### config.mk
export PLATFORM = sky130hd
export DESIGN_NAME = bit_serial_alu_seq
export DESIGN_NICKNAME = d
export VERILOG_FILES = /design/src/rtl/alu_pkg.sv /design/src/rtl/bit_serial_alu_seq.sv
export SDC_FILE = /design/constraint.sdc
export NUM_CORES = 1
export LEC_CHECK = 0
export ABC_AREA = 1
export BUFFER_PORTS_ARGS = -buffer_cell sky130_fd_sc_hd__clkbuf_2
export CAP_MARGIN = 30
export CELL_PAD_IN_SITES_DETAIL_PLACEMENT = 1
export CELL_PAD_IN_SITES_GLOBAL_PLACEMENT = 2
export CORE_MARGIN = 2
export CORE_UTILIZATION = 35
export CTS_BUF_LIST = sky130_fd_sc_hd__clkbuf_16
export DETAILED_ROUTE_END_ITERATION = 10
export GPL_TIMING_DRIVEN = 0
export MAX_ROUTING_LAYER = met4
export PLACE_DENSITY_LB_ADDON = 0.1
export SLEW_MARGIN = 20
export SYNTH_ARGS = -nofsm -noshare
export SYNTH_HDL_FRONTEND = slang
export SYNTH_SLANG_ARGS = --single-unit
export TNS_END_PERCENT = 20
### constraint.sdc
create_clock -name clk -period 2.8 [get_ports clk]
set_clock_uncertainty 0.05 [all_clocks]
set_input_delay 0.56 -clock clk [delete_from_list [all_inputs] [get_ports clk]]
set_output_delay 0.56 -clock clk [all_outputs]
set_load 0.02 [all_outputs]
### src/rtl/alu_pkg.sv
// Shared ALU operation codes, sequencer state encoding and opcode helpers.
package alu_pkg;

  localparam logic [3:0] ALU_AND = 4'b0000;
  localparam logic [3:0] ALU_OR  = 4'b0001;
  localparam logic [3:0] ALU_ADD = 4'b0010;
  localparam logic [3:0] ALU_SUB = 4'b0110;
  localparam logic [3:0] ALU_SLT = 4'b0111;
  localparam logic [3:0] ALU_XOR = 4'b1100;

  typedef enum logic [1:0] {
    ST_IDLE    = 2'd0,
    ST_RUN     = 2'd1,
    ST_SLT_FIX = 2'd2,
    ST_DONE    = 2'd3
  } state_t;

  // Operations that subtract need carry-in 1 for the two's-complement of B.
  function automatic logic is_sub(input logic [3:0] ctl);
    return (ctl == ALU_SUB) || (ctl == ALU_SLT);
  endfunction

  function automatic logic is_addsub(input logic [3:0] ctl);
    return (ctl == ALU_ADD) || (ctl == ALU_SUB);
  endfunction

  function automatic logic is_known(input logic [3:0] ctl);
    return (ctl == ALU_AND) || (ctl == ALU_OR) || (ctl == ALU_ADD) ||
           (ctl == ALU_SUB) || (ctl == ALU_SLT) || (ctl == ALU_XOR);
  endfunction

endpackage

### src/rtl/bit_serial_alu_seq.sv
// Bit-serial ALU sequencer: drives an external 1-bit slice LSB first and
// assembles a WIDTH-bit result with zero/overflow flags.
module bit_serial_alu_seq
  import alu_pkg::*;
#(
  parameter int unsigned WIDTH = 32
) (
  input  logic             clk,
  input  logic             rst_n,
  input  logic             start,
  input  logic [WIDTH-1:0] a,
  input  logic [WIDTH-1:0] b,
  input  logic [3:0]       alu_ctl,
  output logic             busy,
  output logic             done,
  output logic [WIDTH-1:0] result,
  output logic             zero,
  output logic             ovf,
  output logic             slice_a,
  output logic             slice_b,
  output logic             slice_cin,
  output logic             slice_slt,
  output logic [3:0]       slice_ctl,
  input  logic             slice_out,
  input  logic             slice_cout
);

  localparam int unsigned CNT_W = (WIDTH > 2) ? $clog2(WIDTH) : 1;
  localparam logic [CNT_W-1:0] LAST_BIT = CNT_W'(WIDTH - 1);

  state_t           state;
  logic [WIDTH-1:0] a_sh;
  logic [WIDTH-1:0] b_sh;
  logic [3:0]       ctl;
  logic [CNT_W-1:0] cnt;
  logic             carry;
  logic             sign;
  logic             ovf_raw;

  logic             bit_in;
  logic [WIDTH-1:0] result_nxt;
  logic             ovf_nxt;

  // Unknown opcodes still run the full sequence but assemble zeros.
  always_comb begin
    bit_in     = is_known(ctl) ? slice_out : 1'b0;
    result_nxt = {bit_in, result[WIDTH-1:1]};
    ovf_nxt    = carry ^ slice_cout;
  end

  // Slice drive is a pure decode of registered state, so it is 0 in reset/IDLE.
  always_comb begin
    slice_a   = 1'b0;
    slice_b   = 1'b0;
    slice_cin = 1'b0;
    slice_slt = 1'b0;
    slice_ctl = 4'b0000;
    case (state)
      ST_RUN: begin
        slice_a   = a_sh[0];
        slice_b   = b_sh[0];
        slice_cin = carry;
        slice_ctl = (ctl == ALU_SLT) ? ALU_SUB : ctl;
      end
      ST_SLT_FIX: begin
        slice_ctl = ALU_SLT;
        slice_slt = sign ^ ovf_raw;
      end
      default: ;
    endcase
  end

  always_ff @(posedge clk or negedge rst_n) begin
    if (!rst_n) begin
      state   <= ST_IDLE;
      a_sh    <= '0;
      b_sh    <= '0;
      ctl     <= 4'b0000;
      cnt     <= '0;
      carry   <= 1'b0;
      sign    <= 1'b0;
      ovf_raw <= 1'b0;
      busy    <= 1'b0;
      done    <= 1'b0;
      result  <= '0;
      zero    <= 1'b0;
      ovf     <= 1'b0;
    end else begin
      case (state)
        ST_IDLE: begin
          done <= 1'b0;
          if (start) begin
            a_sh  <= a;
            b_sh  <= b;
            ctl   <= alu_ctl;
            cnt   <= '0;
            carry <= is_sub(alu_ctl);
            busy  <= 1'b1;
            state <= ST_RUN;
          end
        end
        ST_RUN: begin
          result <= result_nxt;
          carry  <= slice_cout;
          a_sh   <= {1'b0, a_sh[WIDTH-1:1]};
          b_sh   <= {1'b0, b_sh[WIDTH-1:1]};
          cnt    <= cnt + CNT_W'(1);
          if (cnt == LAST_BIT) begin
            sign    <= slice_out;
            ovf_raw <= ovf_nxt;
            if (ctl == ALU_SLT) begin
              state <= ST_SLT_FIX;
            end else begin
              zero  <= (result_nxt == '0);
              ovf   <= is_addsub(ctl) ? ovf_nxt : 1'b0;
              done  <= 1'b1;
              state <= ST_DONE;
            end
          end
        end
        ST_SLT_FIX: begin
          result <= {{(WIDTH-1){1'b0}}, slice_out};
          zero   <= ~slice_out;
          ovf    <= 1'b0;
          done   <= 1'b1;
          state  <= ST_DONE;
        end
        ST_DONE: begin
          done  <= 1'b0;
          busy  <= 1'b0;
          state <= ST_IDLE;
        end
        default: state <= ST_IDLE;
      endcase
    end
  end

endmodule

==> results of run 1 <==
timing repair:
action / CTS / global route
buffers inserted: 0 / 0
setup endpoints to repair: 3 / 4
pin swaps: 0 / 0
resized for setup: 3 / 5
metrics by stage:
step,std cells,hold slack [ps],worst slack (ps)
4_1_cts,935,106,1.16
3_3_place_gp,903,410,-721
3_5_place_dp,904,419,353
2_1_floorplan,599,214,563
5_1_grt,934,119,-20.1
6_report,934,84.1,123
power by group:
part	leakage, nW	internal [mW]	switching, mW
clock network	0.302	1.46	0.731
registers	1.38	2.33	0.396
logic	1.58	1.52	2.69
state kept, by name, summed over array words and instances, names as in the netlist, 2 cells and up:
signal  count
cnt         5
a_sh       32
result     32
b_sh       32
state       2
ctl         4
layer usage:
metal | vias to the layer above | wire length, µm
li1 | 2254 | -
met1 | 2218 | 6800
met2 | 99 | 7030
met3 | 17 | 489
met4 | 0 | 189
met5 | - | 0
layout by cell type (no fill, tap or decap), types with 6 or more instances in the layout:
cell / Yosys / final
nand2_1: 161 / 161
clkbuf_2: 0 / 115
dfrtp_1: 114 / 113
nor2_1: 88 / 88
inv_1: 47 / 49
a31oi_2: 36 / 36
o22ai_1: 33 / 33
a31oi_1: 26 / 26
clkbuf_16: 0 / 17
a21oi_1: 15 / 15
o21ai_0: 13 / 13
buf_2: 15 / 12
nand3_1: 8 / 8
buf_6: 8 / 8
buf_4: 5 / 7
clkbuf_1: 9 / 7
ha_1: 6 / 6
logic make-up (layout without fill, tap and decap cells):
| group | after synthesis | after routing |
|---|---|---|
| simple gates | 263 | 263 |
| compound gates | 128 | 128 |
| flops | 114 | 114 |
| buf+inv | 86 | 233 |
| fa+ha+maj | 6 | 6 |
| xor+xnor | 1 | 1 |
| mux | 1 | 1 |
critical path, cell delays in order (launching register included):
cell      delay (ps)
dfrtp_2          440
inv_1             80
ha_1             140
buf_4            160
inv_2             70
buf_4            180
buf_4            200
nor3_2           190
clkbuf_4         190
path summary, 6_finish.rpt:
check / startpoint / to / cells after the start
min in group clk: alu_ctl[0] / ctl[0] / 3
max in group asynchronous: rst_n / a_sh[28] / 2
hold reg to reg: zero / zero / 2
setup reg to reg: cnt[0] / zero / 10
hold / removal: rst_n / ctl[1] / 1
setup / recovery: state[1] / slice_ctl[3] / 8
cell type report:
class,count,share of cell area (%)
Sequential cell,114,41.7
Multi-Input combinational cell,399,30.9
Timing Repair Buffer,117,9.04
Clock buffer,17,6.21
Buffer,36,3.53
Tap cell,188,3.43
Inverter,49,2.68
Clock inverter,14,2.50
==> impl_results.html, run 1 <==
<table>
<tr><th>Metric</th><th>Value</th></tr>
<tr><th colspan="2">Drt</th></tr>
<tr><td>Average via count per standard cell</td><td>4.91</td></tr>
<tr><td>Total iterations of the first detailed-routing run</td><td>4</td></tr>
<tr><td>Number of nets with antenna violations after detailed routing</td><td>0</td></tr>
<tr><td>Via count</td><td>approximately 4,600</td></tr>
<tr><td>Routed wire length</td><td>14,500 µm</td></tr>
<tr><td>Number of DRC markers after the initial detailed-route iteration</td><td>184</td></tr>
<tr><td>Wire length per cell after detailed routing</td><td>approximately 16 µm</td></tr>
<tr><td>Residual DRC</td><td>0</td></tr>
<tr><th colspan="2">CTS</th></tr>
<tr><td>Cell at the root of the clock tree</td><td>clkbuf_16</td></tr>
<tr><td>Max clock buf depth</td><td>2</td></tr>
<tr><td>Inserted Clock Buffers</td><td>17</td></tr>
<tr><td>Sinks on the clock net</td><td>roughly 110</td></tr>
<tr><td>H-tree levels</td><td>4</td></tr>
<tr><td>Clock latency on the worst-skew pair</td><td>slightly above 400 ps</td></tr>
<tr><td>Post-CTS Hold Buffers</td><td>0</td></tr>
<tr><td>CTS tree</td><td>built</td></tr>
<tr><td>Worst-path clk slew</td><td>60 ps</td></tr>
<tr><th colspan="2">Worst setup path</th></tr>
<tr><td>Required time of the critical path</td><td>2190 ps</td></tr>
<tr><td>Setup slack on the worst flop-to-flop path</td><td>around 920 ps</td></tr>
<tr><td>Data arrival time at the worst-slack endpoint</td><td>2070 ps</td></tr>
<tr><td>Critical Path Sink Type</td><td>primary output</td></tr>
<tr><td>Setup Crit Path Kind</td><td>register to primary output</td></tr>
<tr><td>Worst Path Max Fanout</td><td>10</td></tr>
<tr><td>Element type at the critical path start</td><td>register</td></tr>
<tr><th colspan="2">Synth</th></tr>
<tr><td>Total standard cell area after synthesis</td><td>5390 µm²</td></tr>
<tr><td>Average instance area after synthesis</td><td>around 9.0 µm²</td></tr>
<tr><td>Multiplexer share of the synthesized area</td><td>0.209%</td></tr>
<tr><td>Simple-gate area share of the yosys netlist</td><td>18.8%</td></tr>
<tr><td>Main combinational cell family by area after synthesis</td><td>simple AND/OR/NAND/NOR gates</td></tr>
<tr><td>Most frequent cell after synthesis</td><td>nand2_1</td></tr>
<tr><td>Top-area cell type share of the netlist area</td><td>52.9%</td></tr>
<tr><td>Part of the Yosys area used for sequential elements</td><td>between 50% and 60%</td></tr>
<tr><td>Synth async-reset ratio</td><td>100%</td></tr>
<tr><td>Prevailing post-synth register cell</td><td>dfrtp_1</td></tr>
<tr><td>Compound-cell area share of the yosys netlist</td><td>about a fifth</td></tr>
<tr><td>Net count after synthesis</td><td>678</td></tr>
<tr><td>Cells after Synth</td><td>599</td></tr>
<tr><td>Library cells used by synthesis</td><td>25</td></tr>
<tr><td>Top cells by instance count after synthesis</td><td>nand2_1 (161), dfrtp_1 (114), nor2_1 (88), inv_1 (47), a31oi_2 (36)</td></tr>
<tr><td>Biggest area contributors in the synthesized netlist</td><td>dfrtp_1 (53%), nand2_1 (11%), a31oi_2 (8.4%)</td></tr>
<tr><td>Xor and xnor fraction of the mapped netlist area</td><td>less than 1%</td></tr>
<tr><td>Cell accounting for the most synthesized area</td><td>dfrtp_1</td></tr>
<tr><td>Number of warnings reported in the yosys synthesis log</td><td>0</td></tr>
<tr><td>Number of register bits inferred by synthesis</td><td>around 110</td></tr>
<tr><td>Synth Area in Adders</td><td>1.39%</td></tr>
<tr><td>Number of flops mapped to enable cells by yosys</td><td>0</td></tr>
<tr><th colspan="2">Final layout</th></tr>
<tr><td>Final layout net count</td><td>813</td></tr>
<tr><td>Register area</td><td>2850 µm²</td></tr>
<tr><td>Layout cells sized above 1</td><td>28.8%</td></tr>
<tr><td>Post-route cell area</td><td>6850 µm²</td></tr>
<tr><td>Final cell utilization of the core</td><td>a little under half</td></tr>
<tr><td>Relative area change from synthesis to final layout</td><td>27.1%</td></tr>
<tr><td>Multi-input logic area</td><td>between 2000 and 2500 µm²</td></tr>
<tr><td>Fill cell count</td><td>roughly 1,800</td></tr>
<tr><td>Antenna diode count</td><td>0</td></tr>
<tr><th colspan="2">STA</th></tr>
<tr><td>Final slew viol count</td><td>0</td></tr>
<tr><td>Max transition margin</td><td>between 60% and 70%</td></tr>
<tr><td>Final Hold Violating Endpoints</td><td>0</td></tr>
<tr><td>Final min period</td><td>2680 ps</td></tr>
<tr><td>Portion of the clock cycle consumed by the worst path in the final layout</td><td>95.6%</td></tr>
<tr><td>Peak clock frequency supported by timing</td><td>0.374 GHz</td></tr>
<tr><td>Worst slew pin tran</td><td>574 ps</td></tr>
<tr><td>Total setup violations reported at the end of the flow</td><td>0</td></tr>
<tr><td>Final sum of negative setup slack</td><td>0 ps</td></tr>
<tr><th colspan="2">Global route</th></tr>
<tr><td>Global routing met2 resource utilization</td><td>31.6%</td></tr>
<tr><td>Global-route track usage on met1</td><td>roughly 25%</td></tr>
<tr><td>Total global routing overflow</td><td>0</td></tr>
<tr><td>Total routing resource utilization after global routing</td><td>19.6%</td></tr>
<tr><td>Number of global-route vias before repair</td><td>4,896</td></tr>
<tr><td>Global-route met3 utilization</td><td>3.59%</td></tr>
<tr><td>Maximum number of pins on one net before global-route repair</td><td>66</td></tr>
<tr><td>Number of antenna violations at the first check in global routing</td><td>0</td></tr>
<tr><td>Layer with the highest usage after global routing</td><td>met2</td></tr>
<tr><td>Wire length of the first global-routing pass</td><td>24,400 µm</td></tr>
<tr><th colspan="2">Floorplanning</th></tr>
<tr><td>Die extent in y</td><td>128 µm</td></tr>
<tr><td>Die area</td><td>16,400 µm²</td></tr>
<tr><td>Initial cell density of the core</td><td>a little over a third</td></tr>
<tr><td>Count of pins on the block boundary</td><td>roughly 120</td></tr>
<tr><td>Standard-cell rows</td><td>45</td></tr>
<tr><td>Die Span X</td><td>128 µm</td></tr>
<tr><td>Standard cell core area</td><td>15,100 µm²</td></tr>
<tr><th colspan="2">Placed design</th></tr>
<tr><td>Detailed-placement wirelength estimate</td><td>10,500 µm</td></tr>
<tr><td>Global placement routability congestion</td><td>0.753</td></tr>
<tr><td>Count of buffers inserted at the top-level ports</td><td>116</td></tr>
<tr><td>Instance area at placement</td><td>6240 µm²</td></tr>
<tr><th colspan="2">Power and ir drop</th></tr>
<tr><td>Max VDD drop</td><td>about 450 µV</td></tr>
<tr><td>Power density of the placed cells</td><td>1330 nW/µm²</td></tr>
<tr><td>Static Leak</td><td>between 3 and 4 nW</td></tr>
<tr><td>Total Power</td><td>9.13 mW</td></tr>
<tr><th colspan="2">Run status</th></tr>
<tr><td>Result of the run</td><td>completed</td></tr>
<tr><th colspan="2">Flow run</th></tr>
<tr><td>Maxcap violations</td><td>0</td></tr>
<tr><th colspan="2">Hold path</th></tr>
<tr><td>Type of the tightest min-delay check</td><td>input port to asynchronous set/reset pin</td></tr>
</table>
(Power assumes the default switching activity.)
==> run 2, diff against run 1 <==
--- a/config.mk
+++ b/config.mk
@@ -11,12 +11,13 @@
 export CELL_PAD_IN_SITES_DETAIL_PLACEMENT = 1
 export CELL_PAD_IN_SITES_GLOBAL_PLACEMENT = 2
 export CORE_MARGIN = 2
-export CORE_UTILIZATION = 35
+export CORE_UTILIZATION = 33
 export CTS_BUF_LIST = sky130_fd_sc_hd__clkbuf_16
 export DETAILED_ROUTE_END_ITERATION = 10
 export GPL_TIMING_DRIVEN = 0
 export MAX_ROUTING_LAYER = met4
 export PLACE_DENSITY_LB_ADDON = 0.1
+export RECOVER_POWER = 50
 export SLEW_MARGIN = 20
 export SYNTH_ARGS = -nofsm -noshare
 export SYNTH_HDL_FRONTEND = slang
==> constraint.sdc (replaced) <==
create_clock -name clk -period 2.6 [get_ports clk]
set_clock_uncertainty 0.05 [all_clocks]
set_input_delay 0.52 -clock clk [delete_from_list [all_inputs] [get_ports clk]]
set_output_delay 0.52 -clock clk [all_outputs]
set_load 0.02 [all_outputs]
==> impl_results.html, run 2 (synthesis gave the netlist of run 1 again) <==
<table>
<tr><th>Metric</th><th>Value</th></tr>
<tr><th colspan="2">Final layout</th></tr>
<tr><td>Relative area change from synthesis to final layout</td><td>27.7%</td></tr>
<tr><td>Final cell utilization of the core</td><td>43.1%</td></tr>
<tr><td>Multi-input logic area</td><td>2120 µm²</td></tr>
<tr><td>Count of placed standard cells in the final layout, fillers left out</td><td>roughly 960</td></tr>
<tr><td>Register area</td><td>2850 µm²</td></tr>
<tr><td>Most used cells in the layout excluding fill and tap cells</td><td>nand2_1 (162), dfrtp_1 (114), clkbuf_2 (97)</td></tr>
<tr><td>Most frequent standard cell in the layout excluding fill and tap cells</td><td>nand2_1</td></tr>
<tr><td>Layout cells sized above 1</td><td>26.4%</td></tr>
<tr><td>Antenna diode count</td><td>0</td></tr>
<tr><td>Final layout net count</td><td>812</td></tr>
<tr><td>Fill cell count</td><td>1,920</td></tr>
<tr><td>Regs by FF count</td><td>a_sh (32), b_sh (32), result (32)</td></tr>
<tr><th colspan="2">CTS</th></tr>
<tr><td>H-tree levels</td><td>4</td></tr>
<tr><td>Post-CTS Hold Buffers</td><td>0</td></tr>
<tr><td>Cell at the root of the clock tree</td><td>clkbuf_16</td></tr>
<tr><td>Post-CTS setup-driven buffer insertion count</td><td>0</td></tr>
<tr><td>Sinks on the clock net</td><td>114</td></tr>
<tr><td>CTS tree</td><td>built</td></tr>
<tr><td>Inserted Clock Buffers</td><td>17</td></tr>
<tr><td>Worst-path clk slew</td><td>50 ps</td></tr>
<tr><td>Clock latency on the worst-skew pair</td><td>a little over 400 ps</td></tr>
<tr><td>Max clock buf depth</td><td>2</td></tr>
<tr><th colspan="2">Global route</th></tr>
<tr><td>Number of antenna violations at the first check in global routing</td><td>0</td></tr>
<tr><td>Layer with the highest usage after global routing</td><td>met2</td></tr>
<tr><td>Maximum number of pins on one net before global-route repair</td><td>59</td></tr>
<tr><td>Wire length of the first global-routing pass</td><td>25,100 µm</td></tr>
<tr><td>Number of global-route vias before repair</td><td>4,859</td></tr>
<tr><td>Total routing resource utilization after global routing</td><td>18.7%</td></tr>
<tr><td>Global-route met3 utilization</td><td>4.58%</td></tr>
<tr><td>Total global routing overflow</td><td>0</td></tr>
<tr><td>Global routing met2 resource utilization</td><td>between 20 and 30%</td></tr>
<tr><td>Global-route track usage on met1</td><td>23.9%</td></tr>
<tr><th colspan="2">Floorplanning</th></tr>
<tr><td>Count of pins on the block boundary</td><td>117</td></tr>
<tr><td>Die extent in y</td><td>around 130 µm</td></tr>
<tr><td>Initial cell density of the core</td><td>between 30% and 40%</td></tr>
<tr><td>Standard cell core area</td><td>approximately 16,000 µm²</td></tr>
<tr><td>Die Span X</td><td>132 µm</td></tr>
<tr><td>Die area</td><td>about 17,000 µm²</td></tr>
<tr><td>Standard-cell rows</td><td>46</td></tr>
<tr><th colspan="2">Worst setup path</th></tr>
<tr><td>Worst Path Max Fanout</td><td>10</td></tr>
<tr><td>Setup Crit Path Kind</td><td>register to primary output</td></tr>
<tr><td>Critical Path Max Stage Delay</td><td>410 ps</td></tr>
<tr><td>Critical Path Slowest Stage Cell</td><td>dfrtp_1</td></tr>
<tr><td>Critical Path Sink Type</td><td>primary output</td></tr>
<tr><td>Count of buffering cells on the critical path with inverters included</td><td>4</td></tr>
<tr><td>Launching point of the worst reg2reg path</td><td>state[1]</td></tr>
<tr><td>RR Endpoint</td><td>a_sh[25]</td></tr>
<tr><td>CP endpoint</td><td>slice_ctl[2]</td></tr>
<tr><td>Setup slack on the worst flop-to-flop path</td><td>approximately 700 ps</td></tr>
<tr><td>Cell family with most CP delay</td><td>buffers and inverters</td></tr>
<tr><td>Worst setup startpoint</td><td>state[1]</td></tr>
<tr><td>WP depth</td><td>7</td></tr>
<tr><td>Cell breakdown of the critical path</td><td>inv_1 -&gt; ha_1 -&gt; clkbuf_4 -&gt; buf_6 -&gt; o21ai_0 -&gt; a21oi_1 -&gt; clkbuf_2</td></tr>
<tr><td>Element type at the critical path start</td><td>register</td></tr>
<tr><td>Required time of the critical path</td><td>between 2000 and 2500 ps</td></tr>
<tr><td>Data arrival time at the worst-slack endpoint</td><td>1910 ps</td></tr>
<tr><td>Worst Reg2Reg Path Length in Cells</td><td>8</td></tr>
<tr><th colspan="2">Drt</th></tr>
<tr><td>Wire length per cell after detailed routing</td><td>15.5 µm</td></tr>
<tr><td>Routed wire length</td><td>14,900 µm</td></tr>
<tr><td>Number of DRC markers after the initial detailed-route iteration</td><td>208</td></tr>
<tr><td>Number of nets with antenna violations after detailed routing</td><td>0</td></tr>
<tr><td>Average via count per standard cell</td><td>4.80</td></tr>
<tr><td>Residual DRC</td><td>0</td></tr>
<tr><td>Total iterations of the first detailed-routing run</td><td>4</td></tr>
<tr><td>Via count</td><td>about 4,600</td></tr>
<tr><th colspan="2">Power and ir drop</th></tr>
<tr><td>Fraction of power spent switching nets</td><td>41.6%</td></tr>
<tr><td>Relative contribution of sequential cells to total power</td><td>around 30%</td></tr>
<tr><td>Total Power</td><td>a little under 10 mW</td></tr>
<tr><td>Clock Power Share</td><td>between 20% and 30%</td></tr>
<tr><td>Fraction of power consumed by combinational cells</td><td>45.5%</td></tr>
<tr><td>Static Leak</td><td>3.21 nW</td></tr>
<tr><td>Max VDD drop</td><td>587 µV</td></tr>
<tr><td>Power density of the placed cells</td><td>1450 nW/µm²</td></tr>
<tr><td>Power dissipated by switching net loads</td><td>4.14 mW</td></tr>
<tr><td>Cell internal pwr</td><td>5.81 mW</td></tr>
<tr><th colspan="2">STA</th></tr>
<tr><td>Total setup violations reported at the end of the flow</td><td>0</td></tr>
<tr><td>Setup repair after global routing missed its margin</td><td>no</td></tr>
<tr><td>Portion of the clock cycle consumed by the worst path in the final layout</td><td>between 90 and 100%</td></tr>
<tr><td>Peak clock frequency supported by timing</td><td>between 0.4 and 0.5 GHz</td></tr>
<tr><td>Worst slew pin tran</td><td>1590 ps</td></tr>
<tr><td>Hold_ws</td><td>286 ps</td></tr>
<tr><td>Final min period</td><td>roughly 2500 ps</td></tr>
<tr><td>Final Hold Violating Endpoints</td><td>0</td></tr>
<tr><td>Final slew viol count</td><td>57</td></tr>
<tr><td>Max transition margin</td><td>-5.82%</td></tr>
<tr><th colspan="2">Flow run</th></tr>
<tr><td>Maxcap violations</td><td>1</td></tr>
<tr><th colspan="2">Placed design</th></tr>
<tr><td>Number of cells in the design after placement</td><td>932</td></tr>
<tr><td>Count of buffers inserted at the top-level ports</td><td>approximately 120</td></tr>
<tr><td>Global placement routability congestion</td><td>0.781</td></tr>
<tr><td>Detailed-placement wirelength estimate</td><td>between 10,000 and 15,000 µm</td></tr>
<tr><th colspan="2">Hold path</th></tr>
<tr><td>Type of the tightest min-delay check</td><td>input port to register</td></tr>
<tr><th colspan="2">Run status</th></tr>
<tr><td>Violations in the final reports</td><td>max-capacitance violations, max-slew violations</td></tr>
<tr><td>Result of the run</td><td>finished with violations</td></tr>
</table>
run 2: worst min path at each step:
| stage | start | end | slack, ps | cells past startpoint |
|---|---|---|---|---|
| final | alu_ctl[0] | ctl[0] | 290 | 3 |
| after global placement | cnt[4] | cnt[4] | 410 | 2 |
| after global routing | alu_ctl[0] | ctl[0] | 280 | 3 |
| after CTS | rst_n | a_sh[14] | 40 | 1 |
| after detailed placement | done | done | 430 | 2 |
| after floorplan | rst_n | a_sh[0] | 170 | 0 |
run 2: per-layer routing:
metal | part of all wire (%) | wire [µm] | vias to the layer above
met5 | 0 | 0 | -
met4 | 1.1 | 159 | 0
met3 | 3.5 | 520 | 11
met2 | 47 | 6950 | 83
met1 | 49 | 7230 | 2267
li1 | - | - | 2256
run 2: repair_timing:
action / 4_1_cts / 5_1_grt
pin swaps: 0 / 0
hold endpoints to repair: 0 / 0
gates resized for setup: 3 / 8
gates cloned: 0 / 0
setup endpoints to repair: 7 / 4
run 2: power groups by stage:
| stage | Combinational, mW | Clock [mW] | Sequential (mW) |
|---|---|---|---|
| after floorplan | 3.24 | 0 | 2.97 |
| after global placement | 4.50 | 0 | 2.93 |
| after CTS | 4.62 | 2.54 | 2.94 |
| after detailed placement | 4.60 | 0 | 2.96 |
| after global routing | 5.13 | 2.61 | 3.04 |
| final | 4.53 | 2.48 | 2.93 |
run 2: layout make-up:
cell class	count	area share, %
inverters	49	2.67
flip-flops and latches	114	41.5
clock inverters	15	2.87
repair buffers	117	8.55
plain buffers	35	3.49
well taps	216	3.93
clock buffers	17	6.19
multi-input cells	399	30.8
run 2: tightest hold or removal path, cell delays in order:
cell	delay [ps]
clkbuf_2	80
nand2_1	50
o21ai_0	60
run 2: through the flow:
stage	TNS, ps	area, µm²	setup WS (ps)
floorplan	0	5390	403
global route	0	6880	4.33
detailed placement	0	6270	243
finish	0	6880	116
global placement	-104300	6240	-922
CTS	0	6900	9.82
